`src/rtl/pipe_pkg.sv`:
```
// pipe_pkg: shared types for the five-stage core pipeline sequencer.
//   state_e  - sequencer FSM states
//   en_t     - per-register load enables {pc, ifid, idex, exmem, memwb}
//   flush_t  - per-register synchronous clears {ifid, idex, exmem, memwb}
package pipe_pkg;

  localparam int REG_IDX_W = 3;

  typedef enum logic [1:0] {
    RUN      = 2'd0,
    MEM_WAIT = 2'd1,
    DRAIN    = 2'd2,
    HALTED   = 2'd3
  } state_e;

  typedef struct packed {
    logic pc;
    logic ifid;
    logic idex;
    logic exmem;
    logic memwb;
  } en_t;

  typedef struct packed {
    logic ifid;
    logic idex;
    logic exmem;
    logic memwb;
  } flush_t;

endpackage

```
`src/rtl/pipe_ctrl_if.sv`:
```
// pipe_ctrl_if: bundle between the pipeline sequencer and the datapath.
//   hazard/status inputs : idex_*, ifid_*, ex_redirect, dmem_*, wb_halt
//   control outputs      : *_en, *_flush, halted, stall_cycles
// Modports: master = sequencer (drives controls), slave = datapath.
interface pipe_ctrl_if #(
  parameter int CNT_W = 16
);
  import pipe_pkg::*;

  logic                 idex_mem_read;
  logic [REG_IDX_W-1:0] idex_rd;
  logic [REG_IDX_W-1:0] ifid_rs;
  logic [REG_IDX_W-1:0] ifid_rt;
  logic                 ifid_rs_vld;
  logic                 ifid_rt_vld;
  logic                 ifid_halt;
  logic                 ex_redirect;
  logic                 dmem_req;
  logic                 dmem_ready;
  logic                 wb_halt;

  logic                 pc_en;
  logic                 ifid_en;
  logic                 idex_en;
  logic                 exmem_en;
  logic                 memwb_en;
  logic                 ifid_flush;
  logic                 idex_flush;
  logic                 exmem_flush;
  logic                 memwb_flush;
  logic                 halted;
  logic [CNT_W-1:0]     stall_cycles;

  modport master (
    input  idex_mem_read, idex_rd, ifid_rs, ifid_rt, ifid_rs_vld, ifid_rt_vld,
           ifid_halt, ex_redirect, dmem_req, dmem_ready, wb_halt,
    output pc_en, ifid_en, idex_en, exmem_en, memwb_en,
           ifid_flush, idex_flush, exmem_flush, memwb_flush,
           halted, stall_cycles
  );

  modport slave (
    output idex_mem_read, idex_rd, ifid_rs, ifid_rt, ifid_rs_vld, ifid_rt_vld,
           ifid_halt, ex_redirect, dmem_req, dmem_ready, wb_halt,
    input  pc_en, ifid_en, idex_en, exmem_en, memwb_en,
           ifid_flush, idex_flush, exmem_flush, memwb_flush,
           halted, stall_cycles
  );

endinterface

```
`src/rtl/pipe_ctrl_hazard_detect.sv`:
```
// hazard_detect: combinational load-use check.
//   load_use = 1 when the load in EX writes a register that ID actually reads.
module hazard_detect
  import pipe_pkg::*;
(
  input  logic                 idex_mem_read,
  input  logic [REG_IDX_W-1:0] idex_rd,
  input  logic [REG_IDX_W-1:0] ifid_rs,
  input  logic [REG_IDX_W-1:0] ifid_rt,
  input  logic                 ifid_rs_vld,
  input  logic                 ifid_rt_vld,
  output logic                 load_use
);

  assign load_use = idex_mem_read &
                    ((ifid_rs_vld & (ifid_rs == idex_rd)) |
                     (ifid_rt_vld & (ifid_rt == idex_rd)));

endmodule

```
`src/rtl/pipe_ctrl.sv`:
```
// pipe_ctrl: central sequencer for the five-stage core.
//   clk, rst  - clock; synchronous active-low reset
//   bus       - pipe_ctrl_if.master: hazard/status in, enables/flushes out,
//               halted and saturating stall_cycles out
// Priority in RUN/DRAIN: mem_stall > ex_redirect > load_use > ifid_halt.
// Enables/flushes are combinational; state, return flag, halted and the
// counter are registered.
module pipe_ctrl
  import pipe_pkg::*;
#(
  parameter int CNT_W = 16
) (
  input  logic        clk,
  input  logic        rst,
  pipe_ctrl_if.master bus
);

  state_e           state_q, state_n;
  logic             ret_q, ret_n;     // MEM_WAIT was entered from DRAIN
  logic             halted_q;
  logic [CNT_W-1:0] cnt_q;
  logic             stall_inc;
  logic             mem_stall;
  logic             load_use;
  en_t              en;
  flush_t           fl;

  assign mem_stall = bus.dmem_req & ~bus.dmem_ready;

  hazard_detect u_hazard (
    .idex_mem_read (bus.idex_mem_read),
    .idex_rd       (bus.idex_rd),
    .ifid_rs       (bus.ifid_rs),
    .ifid_rt       (bus.ifid_rt),
    .ifid_rs_vld   (bus.ifid_rs_vld),
    .ifid_rt_vld   (bus.ifid_rt_vld),
    .load_use      (load_use)
  );

  always_comb begin
    en        = '0;
    fl        = '0;
    state_n   = state_q;
    ret_n     = ret_q;
    stall_inc = 1'b0;
    if (!rst) begin
      fl      = '1;
      state_n = RUN;
      ret_n   = 1'b0;
    end else begin
      case (state_q)
        RUN, DRAIN: begin
          if (mem_stall) begin
            // freeze everything; one bubble per wait cycle into WB
            en.memwb  = 1'b1;
            fl.memwb  = 1'b1;
            state_n   = MEM_WAIT;
            ret_n     = (state_q == DRAIN);
            stall_inc = (state_q == RUN);
          end else if (bus.ex_redirect) begin
            en      = '1;
            fl.ifid = 1'b1;
            fl.idex = 1'b1;
            state_n = RUN;  // a HALT behind a taken redirect was wrong-path
          end else if (load_use) begin
            en        = '1;
            en.pc     = 1'b0;
            en.ifid   = 1'b0;
            fl.idex   = 1'b1;
            stall_inc = (state_q == RUN);
          end else begin
            en = '1;
            if (state_q == RUN && bus.ifid_halt) state_n = DRAIN;
          end
          if (state_q == DRAIN) begin
            // no fetch past the HALT; the PC still loads a redirect target
            fl.ifid = 1'b1;
            if (!bus.ex_redirect || mem_stall) en.pc = 1'b0;
            if (bus.wb_halt && !mem_stall) state_n = HALTED;
          end
        end
        MEM_WAIT: begin
          // EX is frozen, so a pending redirect/load-use is seen again the
          // cycle after the wait ends; it is deliberately ignored here.
          fl.ifid = ret_q;
          if (mem_stall) begin
            en.memwb  = 1'b1;
            fl.memwb  = 1'b1;
            stall_inc = ~ret_q;
          end else begin
            en      = '1;
            en.pc   = ~ret_q;
            state_n = ret_q ? DRAIN : RUN;
            ret_n   = 1'b0;
          end
        end
        HALTED: ;
        default: state_n = RUN;
      endcase
    end
  end

  always_ff @(posedge clk) begin
    if (!rst) begin
      state_q  <= RUN;
      ret_q    <= 1'b0;
      halted_q <= 1'b0;
      cnt_q    <= '0;
    end else begin
      state_q  <= state_n;
      ret_q    <= ret_n;
      halted_q <= (state_n == HALTED);
      if (stall_inc && (cnt_q != {CNT_W{1'b1}})) cnt_q <= cnt_q + 1'b1;
    end
  end

  assign bus.pc_en        = en.pc;
  assign bus.ifid_en      = en.ifid;
  assign bus.idex_en      = en.idex;
  assign bus.exmem_en     = en.exmem;
  assign bus.memwb_en     = en.memwb;
  assign bus.ifid_flush   = fl.ifid;
  assign bus.idex_flush   = fl.idex;
  assign bus.exmem_flush  = fl.exmem;
  assign bus.memwb_flush  = fl.memwb;
  assign bus.halted       = halted_q;
  assign bus.stall_cycles = cnt_q;

endmodule

```
`src/flat_wrapper.sv`:
```
// flat-port wrapper written by rule: the top's interface ports become plain ports
module pipe_ctrl_flat import pipe_pkg::*;
#(
  parameter int CNT_W = 16
)
  (clk, rst, bus_idex_mem_read, bus_idex_rd, bus_ifid_rs, bus_ifid_rt, bus_ifid_rs_vld, bus_ifid_rt_vld, bus_ifid_halt, bus_ex_redirect, bus_dmem_req, bus_dmem_ready, bus_wb_halt, bus_pc_en, bus_ifid_en, bus_idex_en, bus_exmem_en, bus_memwb_en, bus_ifid_flush, bus_idex_flush, bus_exmem_flush, bus_memwb_flush, bus_halted, bus_stall_cycles);
  pipe_ctrl_if #(.CNT_W(CNT_W)) bus_i ();
  input  logic clk;
  input  logic rst;
  input wire logic [$bits(bus_i.idex_mem_read)-1:0] bus_idex_mem_read;
  input wire logic [$bits(bus_i.idex_rd)-1:0] bus_idex_rd;
  input wire logic [$bits(bus_i.ifid_rs)-1:0] bus_ifid_rs;
  input wire logic [$bits(bus_i.ifid_rt)-1:0] bus_ifid_rt;
  input wire logic [$bits(bus_i.ifid_rs_vld)-1:0] bus_ifid_rs_vld;
  input wire logic [$bits(bus_i.ifid_rt_vld)-1:0] bus_ifid_rt_vld;
  input wire logic [$bits(bus_i.ifid_halt)-1:0] bus_ifid_halt;
  input wire logic [$bits(bus_i.ex_redirect)-1:0] bus_ex_redirect;
  input wire logic [$bits(bus_i.dmem_req)-1:0] bus_dmem_req;
  input wire logic [$bits(bus_i.dmem_ready)-1:0] bus_dmem_ready;
  input wire logic [$bits(bus_i.wb_halt)-1:0] bus_wb_halt;
  output wire logic [$bits(bus_i.pc_en)-1:0] bus_pc_en;
  output wire logic [$bits(bus_i.ifid_en)-1:0] bus_ifid_en;
  output wire logic [$bits(bus_i.idex_en)-1:0] bus_idex_en;
  output wire logic [$bits(bus_i.exmem_en)-1:0] bus_exmem_en;
  output wire logic [$bits(bus_i.memwb_en)-1:0] bus_memwb_en;
  output wire logic [$bits(bus_i.ifid_flush)-1:0] bus_ifid_flush;
  output wire logic [$bits(bus_i.idex_flush)-1:0] bus_idex_flush;
  output wire logic [$bits(bus_i.exmem_flush)-1:0] bus_exmem_flush;
  output wire logic [$bits(bus_i.memwb_flush)-1:0] bus_memwb_flush;
  output wire logic [$bits(bus_i.halted)-1:0] bus_halted;
  output wire logic [$bits(bus_i.stall_cycles)-1:0] bus_stall_cycles;
  assign bus_i.idex_mem_read = bus_idex_mem_read;
  assign bus_i.idex_rd = bus_idex_rd;
  assign bus_i.ifid_rs = bus_ifid_rs;
  assign bus_i.ifid_rt = bus_ifid_rt;
  assign bus_i.ifid_rs_vld = bus_ifid_rs_vld;
  assign bus_i.ifid_rt_vld = bus_ifid_rt_vld;
  assign bus_i.ifid_halt = bus_ifid_halt;
  assign bus_i.ex_redirect = bus_ex_redirect;
  assign bus_i.dmem_req = bus_dmem_req;
  assign bus_i.dmem_ready = bus_dmem_ready;
  assign bus_i.wb_halt = bus_wb_halt;
  assign bus_pc_en = bus_i.pc_en;
  assign bus_ifid_en = bus_i.ifid_en;
  assign bus_idex_en = bus_i.idex_en;
  assign bus_exmem_en = bus_i.exmem_en;
  assign bus_memwb_en = bus_i.memwb_en;
  assign bus_ifid_flush = bus_i.ifid_flush;
  assign bus_idex_flush = bus_i.idex_flush;
  assign bus_exmem_flush = bus_i.exmem_flush;
  assign bus_memwb_flush = bus_i.memwb_flush;
  assign bus_halted = bus_i.halted;
  assign bus_stall_cycles = bus_i.stall_cycles;
  pipe_ctrl #(.CNT_W(CNT_W)) u_core (.clk(clk), .rst(rst), .bus(bus_i));
endmodule
```
`config.mk`:
```
export PLATFORM = sky130hd
export DESIGN_NAME = pipe_ctrl_flat
export DESIGN_NICKNAME = d
export VERILOG_FILES = /design/src/rtl/pipe_pkg.sv /design/src/rtl/pipe_ctrl_if.sv /design/src/rtl/pipe_ctrl_hazard_detect.sv /design/src/rtl/pipe_ctrl.sv /design/src/flat_wrapper.sv
export SDC_FILE = /design/constraint.sdc
export NUM_CORES = 1
export LEC_CHECK = 0
export BUFFER_PORTS_ARGS = -buffer_cell sky130_fd_sc_hd__buf_2
export CAP_MARGIN = 15
export CORE_MARGIN = 2
export CORE_UTILIZATION = 48
export DETAILED_ROUTE_END_ITERATION = 10
export GPL_TIMING_DRIVEN = 0
export PLACE_DENSITY = 0.75
export SETUP_SLACK_MARGIN = 0.05
export SYNTH_ARGS = -nofsm -noshare
export SYNTH_HDL_FRONTEND = slang
export SYNTH_HIERARCHICAL = 1
export SYNTH_SLANG_ARGS = --single-unit
```
`constraint.sdc`:
```
create_clock -name clk -period 2.2 [get_ports clk]
set_input_delay 0 -clock clk [delete_from_list [all_inputs] [get_ports clk]]
set_output_delay 0 -clock clk [all_outputs]
set_load 0.03 [all_outputs]
```
==> results by group, run 1 <==
Setup path
  – R2R depth: 5
  – FF-to-FF End: u_core/bus.stall_cycles[14]$_SDFFE_PN0P_
  – Crit path DAT: 2280 ps
  – CP Capture Type: flip-flop
  – CP startpoint kind: flip-flop
  – Required @ worst endpoint: 2430 ps
  – Critical path class: reg -> reg
  – Critical Path Fanout Max: 8
  – FF-to-FF setup slack: 140 ps
  – Worst R2R Start: u_core/bus.stall_cycles[0]$_SDFFE_PN0P_

Global routing
  – GR Util All Layers: 0.236
  – Gr ovfl total: 0
  – Initial antenna violation count: 0
  – Global-route wire length before repair: 5090 um
  – Vias in the first global route: 1235
  – Largest net degree at the start of global routing: 11

Clocking
  – CTS tree: yes
  – Clock sink count: 20
  – H-tree depth: 1
  – Clk root buf: clkbuf_4
  – TritonCTS buffer count: 3
  – Reg clk slew, reported paths: 110 ps
  – Clk buf depth: 2
  – Clk Latency, worst-skew pair: 290 ps
  – Post-CTS setup buffers: 0

Place
  – DPL Wire Length: 2410 um
  – IO buf count: 44
  – Placer Congestion: 0.833
  – Post-Place Setup Slack: -150 ps

STA
  – Tightest Pin Transition: 760 ps
  – Worst slew margin: 0.489
  – Final setup vio count: 0
  – Crit share post-route: 0.935
  – Hold_ws: 77.7 ps
  – Min Tclk post-route: 2060 ps
  – Final slew viol count: 0
  – Fin worst setup slack: 143 ps
  – Final Hold Fails: 0
  – RSZ-0062 raised after global routing: false
  – Clock skew: 2.98 ps
  – Peak Freq: 486 MHz

Run
  – # Max-Cap Violations: 0

Cells and area
  – Layout cell share with drive strength beyond 1: 0.258
  – Final nets: 220
  – Filler instances: 230
  – Antenna fix cells: 0
  – Area Overhead vs Synth: 25.0%

Synth
  – Share of the synthesized area in the top cell type: 0.330
  – Cell variety after synth: 40
  – Simple-gate area share of the yosys netlist: 0.277
  – Synth top cells by count: 20 x dfxtp_1, 14 x a21oi_1, 12 x nand2_1
  – EDFF count, synth: 0
  – Net Count, Synth: 170
  – Cell with the most instances after synthesis: dfxtp_1
  – Yosys reg bits: 20
  – Most used flip-flop cell after synthesis: dfxtp_1
  – Post-synthesis xor/xnor area fraction: 0.0506
  – Ys async rst share: 0
  – Post-synthesis sequential area ratio: 0.330
  – Synth Cell Area: 0.00121 mm2
  – Synth warnings: 6
  – Proportion of synthesized area in mux cells: 0.0330
  – Synth Area in Compound Gates: 0.250
  – Synthesized instance count: 150
  – Post-Syn Area per Cell: 8.08 um2
  – Main combinational cell family by area after synthesis: simple AND/OR/NAND/NOR gates
  – Synth area leaders: dfxtp_1 33%, a21oi_1 5.8%, xnor2_1 5.1%, nand4_1 4.1%, nand2_1 3.7%
  – Area leader, netlist: dfxtp_1
  – Post-Synth Adder-Cell Area: 0.0103

Route
  – Drt wl/cell: 13.9 um
  – Initial DRC Count: 22
  – Final WL: 3160 um
  – DR vias: 1362
  – Vias per Instance: 5.97
  – 1st-pass router iterations: 4
  – Drt drc: 0
  – Final ANT Viol Nets: 0

Power and ir drop
  – VDD IR max: 338 uV
  – Psw: 197 uW
  – PD cells: 451 mW/mm2
  – Clock Power Share: 0.246
  – Leak pwr: 0.000596 uW
  – Register share of total power: 0.547
  – Internal power: 486 uW
  – Switching Share: 0.289
  – Logic gate share of total power: 0.207

Floorplan
  – Rows: 18
  – Horiz. Die Dim: 54.3 um
  – Die footprint: 0.00294 mm2
  – Starting density of the core: 0.498
  – Core region area: 0.00243 mm2
  – Die Ht: 54.3 um
  – Ports: 45

Hold path
  – Min-delay src: bus_wb_halt
  – Hold endpoint: u_core/state_q[0]$_SDFF_PN0_
  – Worst hold path cell count: 3
  – Worst hold path type: in -> reg

Run status
  – Status: finished, final reports clean
cell usage in the layout (no fill, tap or decap), drive strengths merged, types with 3 or more instances in the layout:
cell type	netlist	final
nor2	4	4
a211oi	3	3
clkbuf	5	8
nand3	8	8
o21ai	8	8
mux2i	4	4
nand4	8	8
nand2b	5	5
nand2	12	12
o31ai	6	6
or3	3	3
xnor2	7	7
inv	6	6
buf	2	46
or4	4	4
dfxtp	20	20
and4	3	3
a21oi	14	14
metal layers:
metal	wire length [um]	track usage	vias up
met5	0	0	-
met4	27	0.0958	0
met3	206	0.0464	2
met2	1610	0.428	49
met1	1310	0.266	635
li1	-	-	676
power groups by stage:
| stage | clock network [uW] | registers, uW | logic, uW |
|---|---|---|---|
| floorplan | 0 | 384 | 87.4 |
| finish | 168 | 374 | 141 |
| detailed placement | 0 | 382 | 139 |
| global route | 191 | 375 | 153 |
| global placement | 0 | 382 | 134 |
| CTS | 176 | 373 | 141 |
state kept, by name, indices dropped and copies added, names as in the netlist:
signal,flops
u_core/bus.stall_cycles,16
u_core/state_q,2
u_core/bus.halted,1
u_core/ret_q,1
cell families (layout without fill, tap and decap cells):
kind of cell	after synthesis	count (layout)
multiplexers	4	4
buffers and inverters	13	61
AO/OA/AOI/OAI	46	46
flip-flops	20	20
XOR/XNOR	7	7
adder cells (fa/ha/maj)	1	1
AND/OR/NAND/NOR	59	59
metrics by stage:
| stage | utilization | TNS [ps] | total power, uW | cells | instance area [um2] |
|---|---|---|---|---|---|
| 3_5_place_dp | 0.604 | -772 | 521 | 224 | 1470 |
| 3_3_place_gp | 0.604 | 0 | 516 | 224 | 1470 |
| 2_1_floorplan | - | 0 | 472 | 150 | 1210 |
| 6_report | 0.623 | 0 | 683 | 228 | 1520 |
| 5_1_grt | 0.623 | 0 | 719 | 228 | 1520 |
| 4_1_cts | 0.620 | 0 | 690 | 228 | 1510 |
what timing repair did:
action                     4_1_cts  5_1_grt
hold buffers                     1        0
hold endpoints to repair         1        0
resized for setup                1        1
pin swaps                        0        0
setup endpoints to repair        6        1
worst max-delay path by stage:
stage / slack, ps / start / depth (start not counted) / endpoint
after CTS: 170 / u_core/bus.stall_cycles[0]$_SDFFE_PN0P_ / 5 / u_core/bus.stall_cycles[14]$_SDFFE_PN0P_
after floorplan: 130 / u_core/bus.stall_cycles[0]$_SDFFE_PN0P_ / 5 / u_core/bus.stall_cycles[3]$_SDFFE_PN0P_
after global routing: 50 / u_core/ret_q$_SDFFE_PN0P_ / 6 / u_core/bus.stall_cycles[3]$_SDFFE_PN0P_
after global placement: 30 / u_core/bus.stall_cycles[0]$_SDFFE_PN0P_ / 5 / u_core/bus.stall_cycles[3]$_SDFFE_PN0P_
final: 140 / u_core/bus.stall_cycles[0]$_SDFFE_PN0P_ / 5 / u_core/bus.stall_cycles[14]$_SDFFE_PN0P_
after detailed placement: -150 / u_core/bus.stall_cycles[0]$_SDFFE_PN0P_ / 5 / u_core/bus.stall_cycles[0]$_SDFFE_PN0P_
critical path, cell delays in order (launching register included):
cell     delay (ps)
dfxtp_1         420
ha_1            320
nand4_1         220
a211o_1         370
or4_1           510
a21oi_1         150
area by class of cell:
cell class	instances	area, um2	share of cell area
Multi-Input combinational cell	117	764	0.505
Sequential cell	20	400	0.264
Timing Repair Buffer	45	230	0.152
Buffer	7	37.5	0.0248
Tap cell	30	37.5	0.0248
Clock buffer	3	22.5	0.0149
Inverter	6	22.5	0.0149
(Power assumes the default switching activity.)
==> run 2, diff against run 1 <==
==> constraint.sdc (replaced) <==
create_clock -name clk -period 2.2 [get_ports clk]
set_input_delay 0.33 -clock clk [delete_from_list [all_inputs] [get_ports clk]]
set_output_delay 0.33 -clock clk [all_outputs]
set_load 0.03 [all_outputs]
==> results by group, run 2 (synthesis gave the netlist of run 1 again) <==
Run status
  – Status: finished, final reports clean

Global routing
  – Largest net degree at the start of global routing: 13 (+2)
  – Global-route wire length before repair: 4730 um (-7.1%)
  – Gr ovfl total: 0 (unchanged)
  – Vias in the first global route: 1151 (-6.8%)
  – GR Util All Layers: 0.221 (-0.0151)
  – Initial antenna violation count: 0 (unchanged)

Route
  – Final ANT Viol Nets: 0 (unchanged)
  – Initial DRC Count: 32 (+45%)
  – Vias per Instance: 5.94 (-0.51%)
  – Top Metal Used: met4
  – Final WL: 3160 um (about the same)
  – Drt wl/cell: 13.7 um (-0.84%)
  – M1 WL: 1300 um (-0.69%)
  – Drt drc: 0 (unchanged)
  – DR vias: 1367 (+0.37%)
  – Met3 wire length: 184 um (-11%)
  – 1st-pass router iterations: 4 (unchanged)
  – Metal2 WL: 1630 um (+1.3%)

Floorplan
  – Rows: 18 (unchanged)
  – Horiz. Die Dim: 54.3 um (unchanged)
  – Ports: 45 (unchanged)
  – Die Ht: 54.3 um (unchanged)
  – Die footprint: 0.00294 mm2 (unchanged)
  – Starting density of the core: 0.498 (unchanged)
  – Core region area: 0.00243 mm2 (unchanged)

Setup path
  – CP cell instances: buf_2 > xnor2_1 > nand4_1 > a21boi_2 > nand2b_1 > a221o_1 > buf_6 > clkbuf_2 > o31ai_1 > a21oi_1
  – Worst R2R Start: u_core/bus.stall_cycles[0]$_SDFFE_PN0P_
  – CP Capture Type: flip-flop
  – R2R depth: 5 (unchanged)
  – FF-to-FF End: u_core/bus.stall_cycles[14]$_SDFFE_PN0P_
  – CP max-delay cell: a221o_1
  – Critical Path Fanout Max: 10 (+2)
  – Required @ worst endpoint: 2370 ps (-60 ps)
  – CP startpoint kind: input pin
  – Critical path class: in -> reg
  – Worst setup path endpoint: u_core/bus.stall_cycles[4]$_SDFFE_PN0P_
  – Buf/Inv on CP: 3 (+3)
  – Crit path depth: 10 (+5)
  – Crit path launch: bus_ifid_rs[2]
  – FF-to-FF setup slack: 180 ps (+40 ps)
  – Top delay family on crit path: compound AO/OA/AOI/OAI gates
  – Slowest stage delay, CP: 360 ps (-150 ps)
  – Crit path DAT: 2200 ps (-80 ps)

Cells and area
  – Final Cell Area: 0.00157 mm2 (+3.5%)
  – Final nets: 221 (+0.45%)
  – Max reg flops: 16 (unchanged)
  – Area Overhead vs Synth: 29.3%
  – Reg area: 400 um2 (unchanged)
  – Area of the multi-input gates: 779 um2 (+2.0%)
  – Filler instances: 219 (-4.8%)
  – Layout cell share with drive strength beyond 1: 0.295 (+0.0374)
  – Antenna fix cells: 0 (unchanged)
  – Most common cell after layout, fill and taps aside: buf_2
  – Final core occ: 0.645 (+0.0216)
  – Most frequent cells in the layout: 44 x buf_2, 20 x dfxtp_1, 13 x a21oi_1

STA
  – Tightest Pin Transition: 734 ps (-26.4 ps)
  – Final slew viol count: 0 (unchanged)
  – Min Tclk post-route: 2030 ps (-31.7 ps)
  – Final Hold Fails: 0 (unchanged)
  – Peak Freq: 494 MHz (+1.6%)
  – RSZ-0062 raised after global routing: false
  – Crit share post-route: 0.921 (-0.0144)
  – Final setup vio count: 0 (unchanged)
  – Worst slew margin: 0.507 (+0.0177)
  – Fin worst setup slack: 174 ps (+31.7 ps)
  – Clock skew: 4.37 ps (+1.40 ps)

Clocking
  – H-tree depth: 1 (unchanged)
  – Clk root buf: clkbuf_4
  – TritonCTS buffer count: 3 (unchanged)
  – Reg clk slew, reported paths: 110 ps (about the same)
  – Cts hold-fix bufs: 0 (-1)
  – Clk buf depth: 2 (unchanged)
  – Clock sink count: 20 (unchanged)
  – Clk Latency, worst-skew pair: 300 ps (about the same)
  – CTS tree: yes

Place
  – IO buf count: 44 (unchanged)
  – Dpl cell area: 0.00147 mm2 (+0.26%)
  – Placer Congestion: 0.843 (+1.1%)
  – Post-Place Setup Slack: -353 ps (-204 ps)
  – DPL Wire Length: 2360 um (-2.0%)

Power and ir drop
  – VDD IR max: 350 uV (+3.5%)
  – Register share of total power: 0.459 (-0.088)
  – Leak pwr: 0.000626 uW (+5.1%)
  – Psw: 208 uW (+5.5%)
  – PD cells: 521 mW/mm2 (+15%)
  – Internal power: 608 uW (+25%)
  – Logic gate share of total power: 0.178 (-0.029)
  – Clock Power Share: 0.363 (+0.117)
  – Switching Share: 0.255 (-0.0338)
  – Total power: 816 uW (+19%)

Run
  – # Max-Cap Violations: 0 (unchanged)

Hold path
  – Worst hold path type: in -> reg
==> run 2: worst min-delay path: cells and delay by family <==
| family | cells | cell delay, ps |
|---|---|---|
| simple gates | 1 | 60 |
| buf+inv | 1 | 120 |
| mux | 1 | 60 |
==> run 2: worst min path at each step <==
stage,from,to,depth (start not counted)
after CTS,rst,u_core/bus.stall_cycles[13]$_SDFFE_PN0P_,3
after detailed placement,u_core/bus.stall_cycles[7]$_SDFFE_PN0P_,u_core/bus.stall_cycles[7]$_SDFFE_PN0P_,1
after floorplan,rst,u_core/bus.stall_cycles[13]$_SDFFE_PN0P_,2
after global routing,rst,u_core/bus.stall_cycles[13]$_SDFFE_PN0P_,3
after global placement,u_core/bus.stall_cycles[7]$_SDFFE_PN0P_,u_core/bus.stall_cycles[7]$_SDFFE_PN0P_,1
final,rst,u_core/bus.stall_cycles[13]$_SDFFE_PN0P_,3
==> run 2: metrics by stage <==
step,hold slack [ps],cells,TNS (ps)
final,309,230,0
after global routing,322,230,0
after CTS,300,228,0
after global placement,483,224,-2740
after detailed placement,494,224,-4670
after floorplan,482,150,0
==> run 2: layout make-up <==
class                      count  area share
buffer                         7      0.0255
clock buffer                   3      0.0144
clock inverter                 1      0.0192
inverter                       6      0.0144
multi-input combinational    117       0.497
sequential                    20       0.255
tap                           30      0.0239
timing repair buffer          46       0.150
==> run 2: power by group through the flow <==
stage / clock network (uW) / registers (uW) / logic [uW]
after floorplan: 0 / 384 / 88.0
after global placement: 0 / 382 / 135
after detailed placement: 0 / 382 / 139
after CTS: 305 / 374 / 140
after global routing: 315 / 376 / 156
final: 296 / 375 / 145
==> run 2: what timing repair did <==
action                     4_1_cts  5_1_grt
hold endpoints to repair         0        0
resized for setup                2        7
buffers inserted                 0        2
pin swaps                        0        2
setup endpoints to repair       14       18
==> run 2: routing by layer <==
layer,global-route usage,vias up
met5,0,-
met4,0.0792,0
met3,0.0355,4
met2,0.418,56
met1,0.244,629
li1,-,678
